<file path="src/rtl/uart_rx_fifo_if.sv">
// Receive-side bus of uart_rx_fifo: serial line in, show-ahead FIFO read port
// and overrun status out.
interface uart_rx_fifo_if #(
  parameter int DATA_BITS  = 8,
  parameter int FIFO_DEPTH = 4
);
  logic                            uart_rx;
  logic                            rd_en;
  logic                            err_clr;
  logic                            rd_valid;
  logic [DATA_BITS-1:0]            rd_data;
  logic                            rd_frame_err;
  logic                            rd_parity_err;
  logic [$clog2(FIFO_DEPTH):0]     fifo_count;
  logic                            overrun_pulse;
  logic                            overrun_flag;

  modport slave (
    input  uart_rx, rd_en, err_clr,
    output rd_valid, rd_data, rd_frame_err, rd_parity_err,
           fifo_count, overrun_pulse, overrun_flag
  );

  modport master (
    output uart_rx, rd_en, err_clr,
    input  rd_valid, rd_data, rd_frame_err, rd_parity_err,
           fifo_count, overrun_pulse, overrun_flag
  );
endinterface

</file>
<file path="src/rtl/uart_rx_fifo.sv">
// UART receiver with start-bit validation, configurable frame format and an
// error-tagged show-ahead receive FIFO with overrun detection.
module uart_rx_fifo #(
  parameter int CLK_HZ     = 50_000_000,
  parameter int BAUD       = 115200,
  parameter int DATA_BITS  = 8,
  parameter int PARITY     = 0,
  parameter int STOP_BITS  = 1,
  parameter int FIFO_DEPTH = 4
) (
  input  logic           clk,
  input  logic           rst,
  uart_rx_fifo_if.slave  rxBus_io
);
  localparam int DIV  = (CLK_HZ + BAUD / 2) / BAUD;
  localparam int HALF = DIV / 2;
  localparam int TW   = $clog2(DIV + 1);
  localparam int IW   = $clog2(DATA_BITS + 1);
  localparam int AW   = $clog2(FIFO_DEPTH);
  localparam int CW   = AW + 1;
  localparam int EW   = DATA_BITS + 2;

  typedef enum logic [2:0] {IDLE, START, DATA, PAR, STOP, WAIT_HIGH} state_t;

  state_t               state_q, state_d;
  logic [1:0]           sync_q;
  logic [TW-1:0]        tmr_q, tmr_d;
  logic [IW-1:0]        bitIdx_q, bitIdx_d;
  logic [DATA_BITS-1:0] shiftReg_q, shiftReg_d;
  logic                 frameErr_q, frameErr_d;
  logic                 parityErr_q, parityErr_d;
  logic                 rxs, tick, wrEn;
  logic [EW-1:0]        wrEntry;

  logic [EW-1:0]        mem_q [FIFO_DEPTH];
  logic [AW-1:0]        wrPtr_q, rdPtr_q;
  logic [CW-1:0]        count_q;
  logic                 ovrPulse_q, ovrFlag_q;
  logic                 doRd, doWr, overrun, notEmpty, full;

  assign rxs  = sync_q[1];
  assign tick = (tmr_q == '0);

  always_ff @(posedge clk or posedge rst) begin
    if (rst) begin
      sync_q      <= 2'b11;
      state_q     <= IDLE;
      tmr_q       <= '0;
      bitIdx_q    <= '0;
      shiftReg_q  <= '0;
      frameErr_q  <= 1'b0;
      parityErr_q <= 1'b0;
    end else begin
      sync_q      <= {sync_q[0], rxBus_io.uart_rx};
      state_q     <= state_d;
      tmr_q       <= tmr_d;
      bitIdx_q    <= bitIdx_d;
      shiftReg_q  <= shiftReg_d;
      frameErr_q  <= frameErr_d;
      parityErr_q <= parityErr_d;
    end
  end

  // The timer free-runs down to zero; each state reloads it on the sample it acts on.
  always_comb begin
    state_d     = state_q;
    tmr_d       = tick ? '0 : tmr_q - 1'b1;
    bitIdx_d    = bitIdx_q;
    shiftReg_d  = shiftReg_q;
    frameErr_d  = frameErr_q;
    parityErr_d = parityErr_q;
    wrEn        = 1'b0;
    wrEntry     = {frameErr_q | ~rxs, parityErr_q, shiftReg_q};
    case (state_q)
      IDLE: begin
        if (!rxs) begin
          tmr_d       = TW'(HALF - 1);
          bitIdx_d    = '0;
          frameErr_d  = 1'b0;
          parityErr_d = 1'b0;
          state_d     = START;
        end
      end
      START: begin
        if (tick) begin
          if (rxs) begin
            state_d = IDLE;
          end else begin
            tmr_d   = TW'(DIV - 1);
            state_d = DATA;
          end
        end
      end
      DATA: begin
        if (tick) begin
          shiftReg_d = {rxs, shiftReg_q[DATA_BITS-1:1]};
          tmr_d      = TW'(DIV - 1);
          if (bitIdx_q == IW'(DATA_BITS - 1)) begin
            bitIdx_d = '0;
            state_d  = (PARITY != 0) ? PAR : STOP;
          end else begin
            bitIdx_d = bitIdx_q + 1'b1;
          end
        end
      end
      PAR: begin
        if (tick) begin
          if (PARITY == 1) parityErr_d = ~((^shiftReg_q) ^ rxs);
          else             parityErr_d = (^shiftReg_q) ^ rxs;
          tmr_d   = TW'(DIV - 1);
          state_d = STOP;
        end
      end
      STOP: begin
        if (tick) begin
          if (!rxs) frameErr_d = 1'b1;
          if (bitIdx_q == IW'(STOP_BITS - 1)) begin
            wrEn    = 1'b1;
            state_d = rxs ? IDLE : WAIT_HIGH;
          end else begin
            tmr_d    = TW'(DIV - 1);
            bitIdx_d = bitIdx_q + 1'b1;
          end
        end
      end
      WAIT_HIGH: begin
        if (rxs) state_d = IDLE;
      end
      default: state_d = IDLE;
    endcase
  end

  // A pop frees a slot in the same cycle, so a write to a full FIFO alongside a read is accepted.
  assign notEmpty = (count_q != '0);
  assign full     = (count_q == CW'(FIFO_DEPTH));
  assign doRd     = rxBus_io.rd_en && notEmpty;
  assign doWr     = wrEn && (!full || doRd);
  assign overrun  = wrEn && full && !doRd;

  always_ff @(posedge clk) begin
    if (doWr) mem_q[wrPtr_q] <= wrEntry;
  end

  always_ff @(posedge clk or posedge rst) begin
    if (rst) begin
      wrPtr_q    <= '0;
      rdPtr_q    <= '0;
      count_q    <= '0;
      ovrPulse_q <= 1'b0;
      ovrFlag_q  <= 1'b0;
    end else begin
      if (doWr) wrPtr_q <= wrPtr_q + 1'b1;
      if (doRd) rdPtr_q <= rdPtr_q + 1'b1;
      if (doWr && !doRd)      count_q <= count_q + 1'b1;
      else if (doRd && !doWr) count_q <= count_q - 1'b1;
      ovrPulse_q <= overrun;
      if (overrun)               ovrFlag_q <= 1'b1;
      else if (rxBus_io.err_clr) ovrFlag_q <= 1'b0;
    end
  end

  assign rxBus_io.rd_valid      = notEmpty;
  assign rxBus_io.rd_data       = notEmpty ? mem_q[rdPtr_q][DATA_BITS-1:0] : '0;
  assign rxBus_io.rd_parity_err = notEmpty ? mem_q[rdPtr_q][DATA_BITS] : 1'b0;
  assign rxBus_io.rd_frame_err  = notEmpty ? mem_q[rdPtr_q][DATA_BITS+1] : 1'b0;
  assign rxBus_io.fifo_count    = count_q;
  assign rxBus_io.overrun_pulse = ovrPulse_q;
  assign rxBus_io.overrun_flag  = ovrFlag_q;
endmodule

</file>
<file path="src/flat_wrapper.sv">
// flat-port wrapper written by rule: the top's interface ports become plain ports
module uart_rx_fifo_flat 
#(
  parameter int CLK_HZ     = 50_000_000,
  parameter int BAUD       = 115200,
  parameter int DATA_BITS  = 8,
  parameter int PARITY     = 0,
  parameter int STOP_BITS  = 1,
  parameter int FIFO_DEPTH = 4
)
  (clk, rst, rxBus_io_uart_rx, rxBus_io_rd_en, rxBus_io_err_clr, rxBus_io_rd_valid, rxBus_io_rd_data, rxBus_io_rd_frame_err, rxBus_io_rd_parity_err, rxBus_io_fifo_count, rxBus_io_overrun_pulse, rxBus_io_overrun_flag);
  uart_rx_fifo_if #(.DATA_BITS(DATA_BITS), .FIFO_DEPTH(FIFO_DEPTH)) rxBus_io_i ();
  input  logic clk;
  input  logic rst;
  input wire logic [$bits(rxBus_io_i.uart_rx)-1:0] rxBus_io_uart_rx;
  input wire logic [$bits(rxBus_io_i.rd_en)-1:0] rxBus_io_rd_en;
  input wire logic [$bits(rxBus_io_i.err_clr)-1:0] rxBus_io_err_clr;
  output wire logic [$bits(rxBus_io_i.rd_valid)-1:0] rxBus_io_rd_valid;
  output wire logic [$bits(rxBus_io_i.rd_data)-1:0] rxBus_io_rd_data;
  output wire logic [$bits(rxBus_io_i.rd_frame_err)-1:0] rxBus_io_rd_frame_err;
  output wire logic [$bits(rxBus_io_i.rd_parity_err)-1:0] rxBus_io_rd_parity_err;
  output wire logic [$bits(rxBus_io_i.fifo_count)-1:0] rxBus_io_fifo_count;
  output wire logic [$bits(rxBus_io_i.overrun_pulse)-1:0] rxBus_io_overrun_pulse;
  output wire logic [$bits(rxBus_io_i.overrun_flag)-1:0] rxBus_io_overrun_flag;
  assign rxBus_io_i.uart_rx = rxBus_io_uart_rx;
  assign rxBus_io_i.rd_en = rxBus_io_rd_en;
  assign rxBus_io_i.err_clr = rxBus_io_err_clr;
  assign rxBus_io_rd_valid = rxBus_io_i.rd_valid;
  assign rxBus_io_rd_data = rxBus_io_i.rd_data;
  assign rxBus_io_rd_frame_err = rxBus_io_i.rd_frame_err;
  assign rxBus_io_rd_parity_err = rxBus_io_i.rd_parity_err;
  assign rxBus_io_fifo_count = rxBus_io_i.fifo_count;
  assign rxBus_io_overrun_pulse = rxBus_io_i.overrun_pulse;
  assign rxBus_io_overrun_flag = rxBus_io_i.overrun_flag;
  uart_rx_fifo #(.CLK_HZ(CLK_HZ), .BAUD(BAUD), .DATA_BITS(DATA_BITS), .PARITY(PARITY), .STOP_BITS(STOP_BITS), .FIFO_DEPTH(FIFO_DEPTH)) u_core (.clk(clk), .rst(rst), .rxBus_io(rxBus_io_i));
endmodule
</file>
<file path="config.mk">
export PLATFORM = sky130hd
export DESIGN_NAME = uart_rx_fifo_flat
export DESIGN_NICKNAME = d
export VERILOG_FILES = /design/src/rtl/uart_rx_fifo_if.sv /design/src/rtl/uart_rx_fifo.sv /design/src/flat_wrapper.sv
export SDC_FILE = /design/constraint.sdc
export NUM_CORES = 1
export LEC_CHECK = 0
export CAP_MARGIN = 10
export CORE_MARGIN = 2
export CORE_UTILIZATION = 40
export CTS_BUF_LIST = sky130_fd_sc_hd__clkbuf_8
export DETAILED_ROUTE_END_ITERATION = 7
export DONT_BUFFER_PORTS = 1
export SKIP_CTS_REPAIR_TIMING = 1
export SYNTH_ARGS = -nofsm -noshare
export SYNTH_HDL_FRONTEND = slang
export SYNTH_SLANG_ARGS = --single-unit
</file>
<file path="constraint.sdc">
create_clock -name clk -period 3.4 [get_ports clk]
set_input_delay 0.85 -clock clk [delete_from_list [all_inputs] [get_ports clk]]
set_output_delay 0.85 -clock clk [all_outputs]
set_load 0.02 [all_outputs]
</file>
==> results_dict.tcl <==
set metrics [dict create \
    status "finished clean" \
    cts_buffer_depth 2 \
    synth_seq_cells 77 \
    antenna_found_initial 0 \
    yosysSeqAreaShare 0.5855 \
    hold_viol 0 \
    path_max_fanout 11 \
    drtPass1Iterations 4 \
    timing.setup.tns_ns 0 \
    gp_congestion 0.8139 \
    fin_skew_ns 0.01152 \
    power.density_mw_per_mm2 433.6 \
    cts-root-buf "clkbuf_8" \
    end_kind "flop" \
    start_util 0.4150 \
    grtUsageTotal 0.1361 \
    grt_pass1_vias 2031 \
    synth_cells 266 \
    drtIter0Drc 56 \
    slowest_stage "nor3b_2" \
    ys_types 51 \
    drc 0 \
    hold-worst-slack_ns 0.3601 \
    clock_latency_ns 0.35 \
    syn_area_sq_mm 0.003637 \
    cts_tree "yes" \
    drv_cap 0 \
    fin_crit_ns 2.987 \
    die_h_microns 99.36 \
    fmax_mhz 334.8 \
    viasPerCell 5.417 \
    crit_required_ns 3.68 \
    postRouteAntennaNets 0 \
    wl_per_cell_microns 16.71 \
    numPortBuffers 0 \
    vias 2064 \
    critical_path_class "reg2reg" \
    slew_headroom 0.5276 \
    syn_nets 280 \
    top_level_ports 21 \
    synth.area.top_cells "edfxtp_1, dfrtp_1, mux4_2, mux2_2, xnor2_1" \
    startpoint_type "flop" \
    drive_gt1_frac 0.1905 \
    synth_top_area_frac 0.3302 \
    slowest_delay_ns 0.46 \
    finalMaxSlewViolations 0 \
    yosys_warnings 0 \
    num_rows 34 \
    synth_edf_count 40 \
    worstPathArrival_ns 3.26 \
    fillCellCount 796 \
    clk_pin_slew_worst_paths_ns 0.09 \
    vdd_drop_max_mv 0.1982 \
    die_w_microns 99.36 \
    overflow 0 \
    grt_pass1_wl_microns 10360 \
    async_flop_share 0.4805 \
    cts.htree.levels 3 \
    dp_hpwl_microns 4188 \
    syn_to_final_growth_pct 8.325 \
    cts.sinks 77 \
    holdCritPathClass "reg2reg" \
    grt_max_degree 38 \
    wl_microns 6368 \
    p_leak_uw 0.001598 \
    synthFlopType "edfxtp_1" \
    setup_viol 0 \
    worst_pin_slew_ns 0.7086 \
    yosys.area.top_type "edfxtp_1" \
    crit_chain "inv_1, ha_1, nor4b_4, nand2_2, nor3b_2, ha_1, inv_1, fa_1, xor2_1, nor2_1, xor2_1" \
    cts_buffers 9 \
    rsz0062_at_grt "no" \
    postSynthAreaPerCell_sq_um 13.67 \
    synth.most_common_cell "edfxtp_1" \
    finalCritPeriodShare 0.8784 \
    num_antenna_cells 0 \
    layout.nets 282 \
    die-area_sq_mm 0.009871 \
    core_sq_mm 0.008763 \
    yosys-top-cells-count "edfxtp_1, dfrtp_1, and2_1" \
]
## final cells by class
cell class                      count  area [sq um]  area share
Clock buffer                        9         123.9     0.03144
Clock inverter                      7         81.33     0.02064
Inverter                           13         48.80     0.01238
Multi-Input combinational cell    164          1399      0.3550
Sequential cell                    77          2130      0.5405
Tap cell                          108         135.1     0.03430
Timing Repair Buffer                3         22.52    0.005716
## report_power, final
part           total, uW  internal [uW]  switching (uW)
Combinational       18.1           5.15            13.0
Clock                712            351             361
Sequential           978            976            2.68
Total               1710           1330             377
## cell usage in the layout, fill, tap and decap left out, drive strengths merged, types with 3 or more instances in the layout
master / n
mux4: 10
nor2: 6
nand2: 10
a21oi: 10
inv: 16
o211ai: 3
a31oi: 3
nor4: 3
edfxtp: 40
nor2b: 3
nor3: 9
xnor2: 12
nand3: 4
o31ai: 3
or3: 3
nor3b: 5
nand3b: 3
clkbuf: 9
a211oi: 4
ha: 8
dfrtp: 35
mux2: 12
xor2: 5
and2: 16
o21ai: 11
clkinv: 3
buf: 3
or4: 4
## through the flow
| stage | area [sq um] | worst slack, ns | utilization | instances | power (uW) |
|---|---|---|---|---|---|
| after floorplan | 3637 | 0.7907 | - | 266 | 1011 |
| after global routing | 3940 | 0.1019 | 0.4496 | 381 | 1779 |
| final | 3940 | 0.4134 | 0.4496 | 381 | 1708 |
| after CTS | 3940 | 0.4200 | 0.4496 | 381 | 1736 |
| after global placement | 3735 | 0.5231 | 0.4262 | 365 | 1017 |
| after detailed placement | 3735 | 0.4301 | 0.4262 | 365 | 1018 |
## registers in the layout, indices dropped and copies added (netlist names)
name                           flops
u_core.tmr_q                       9
u_core.rxBus_io.fifo_count         3
u_core.parityErr_q                 1
u_core.state_q                     3
u_core.sync_q                      2
u_core.bitIdx_q                    4
u_core.wrPtr_q                     2
u_core.mem_q                      40
u_core.rxBus_io.overrun_flag       1
u_core.shiftReg_q                  8
u_core.frameErr_q                  1
u_core.rxBus_io.overrun_pulse      1
u_core.rdPtr_q                     2
## worst paths after layout
path	slack [ns]	from	end	cells past startpoint
max in group asynchronous	2.53	rst	u_core.sync_q[0]	2
setup reg to reg	0.41	u_core.tmr_q[0]	u_core.rxBus_io.fifo_count[2]	11
hold / removal	0.36	u_core.sync_q[0]	u_core.sync_q[1]	0
min in group asynchronous	0.49	rst	u_core.bitIdx_q[3]	2
hold reg to reg	0.36	u_core.sync_q[0]	u_core.sync_q[1]	0
setup / recovery	0.41	u_core.tmr_q[0]	u_core.rxBus_io.fifo_count[2]	11
## cells by family (layout without fill, tap and decap cells)
group / Yosys count / after routing / share of synthesized area
simple gates: 75 / 75 / 0.1342
flops: 77 / 77 / 0.5855
xor+xnor: 18 / 18 / 0.04713
mux: 24 / 24 / 0.1046
fa+ha+maj: 9 / 9 / 0.03303
buf+inv: 25 / 32 / 0.02993
compound gates: 38 / 38 / 0.06570
## critical path: cells and delay by family (launching register included)
kind | cells | cell delay, ns
flops | 1 | 0.41
simple gates | 4 | 1.21
xor+xnor | 2 | 0.31
buf+inv | 2 | 0.12
fa+ha+maj | 3 | 0.85
## routing by layer
metal | track usage | vias to the layer above | part of all wire
li1 | - | 986 | -
met1 | 0.1760 | 1037 | 0.46
met2 | 0.2277 | 36 | 0.50
met3 | 0.03373 | 5 | 0.029
met4 | 0.04110 | 0 | 0.0099
met5 | 0 | - | 0
(Power assumes the default switching activity.)
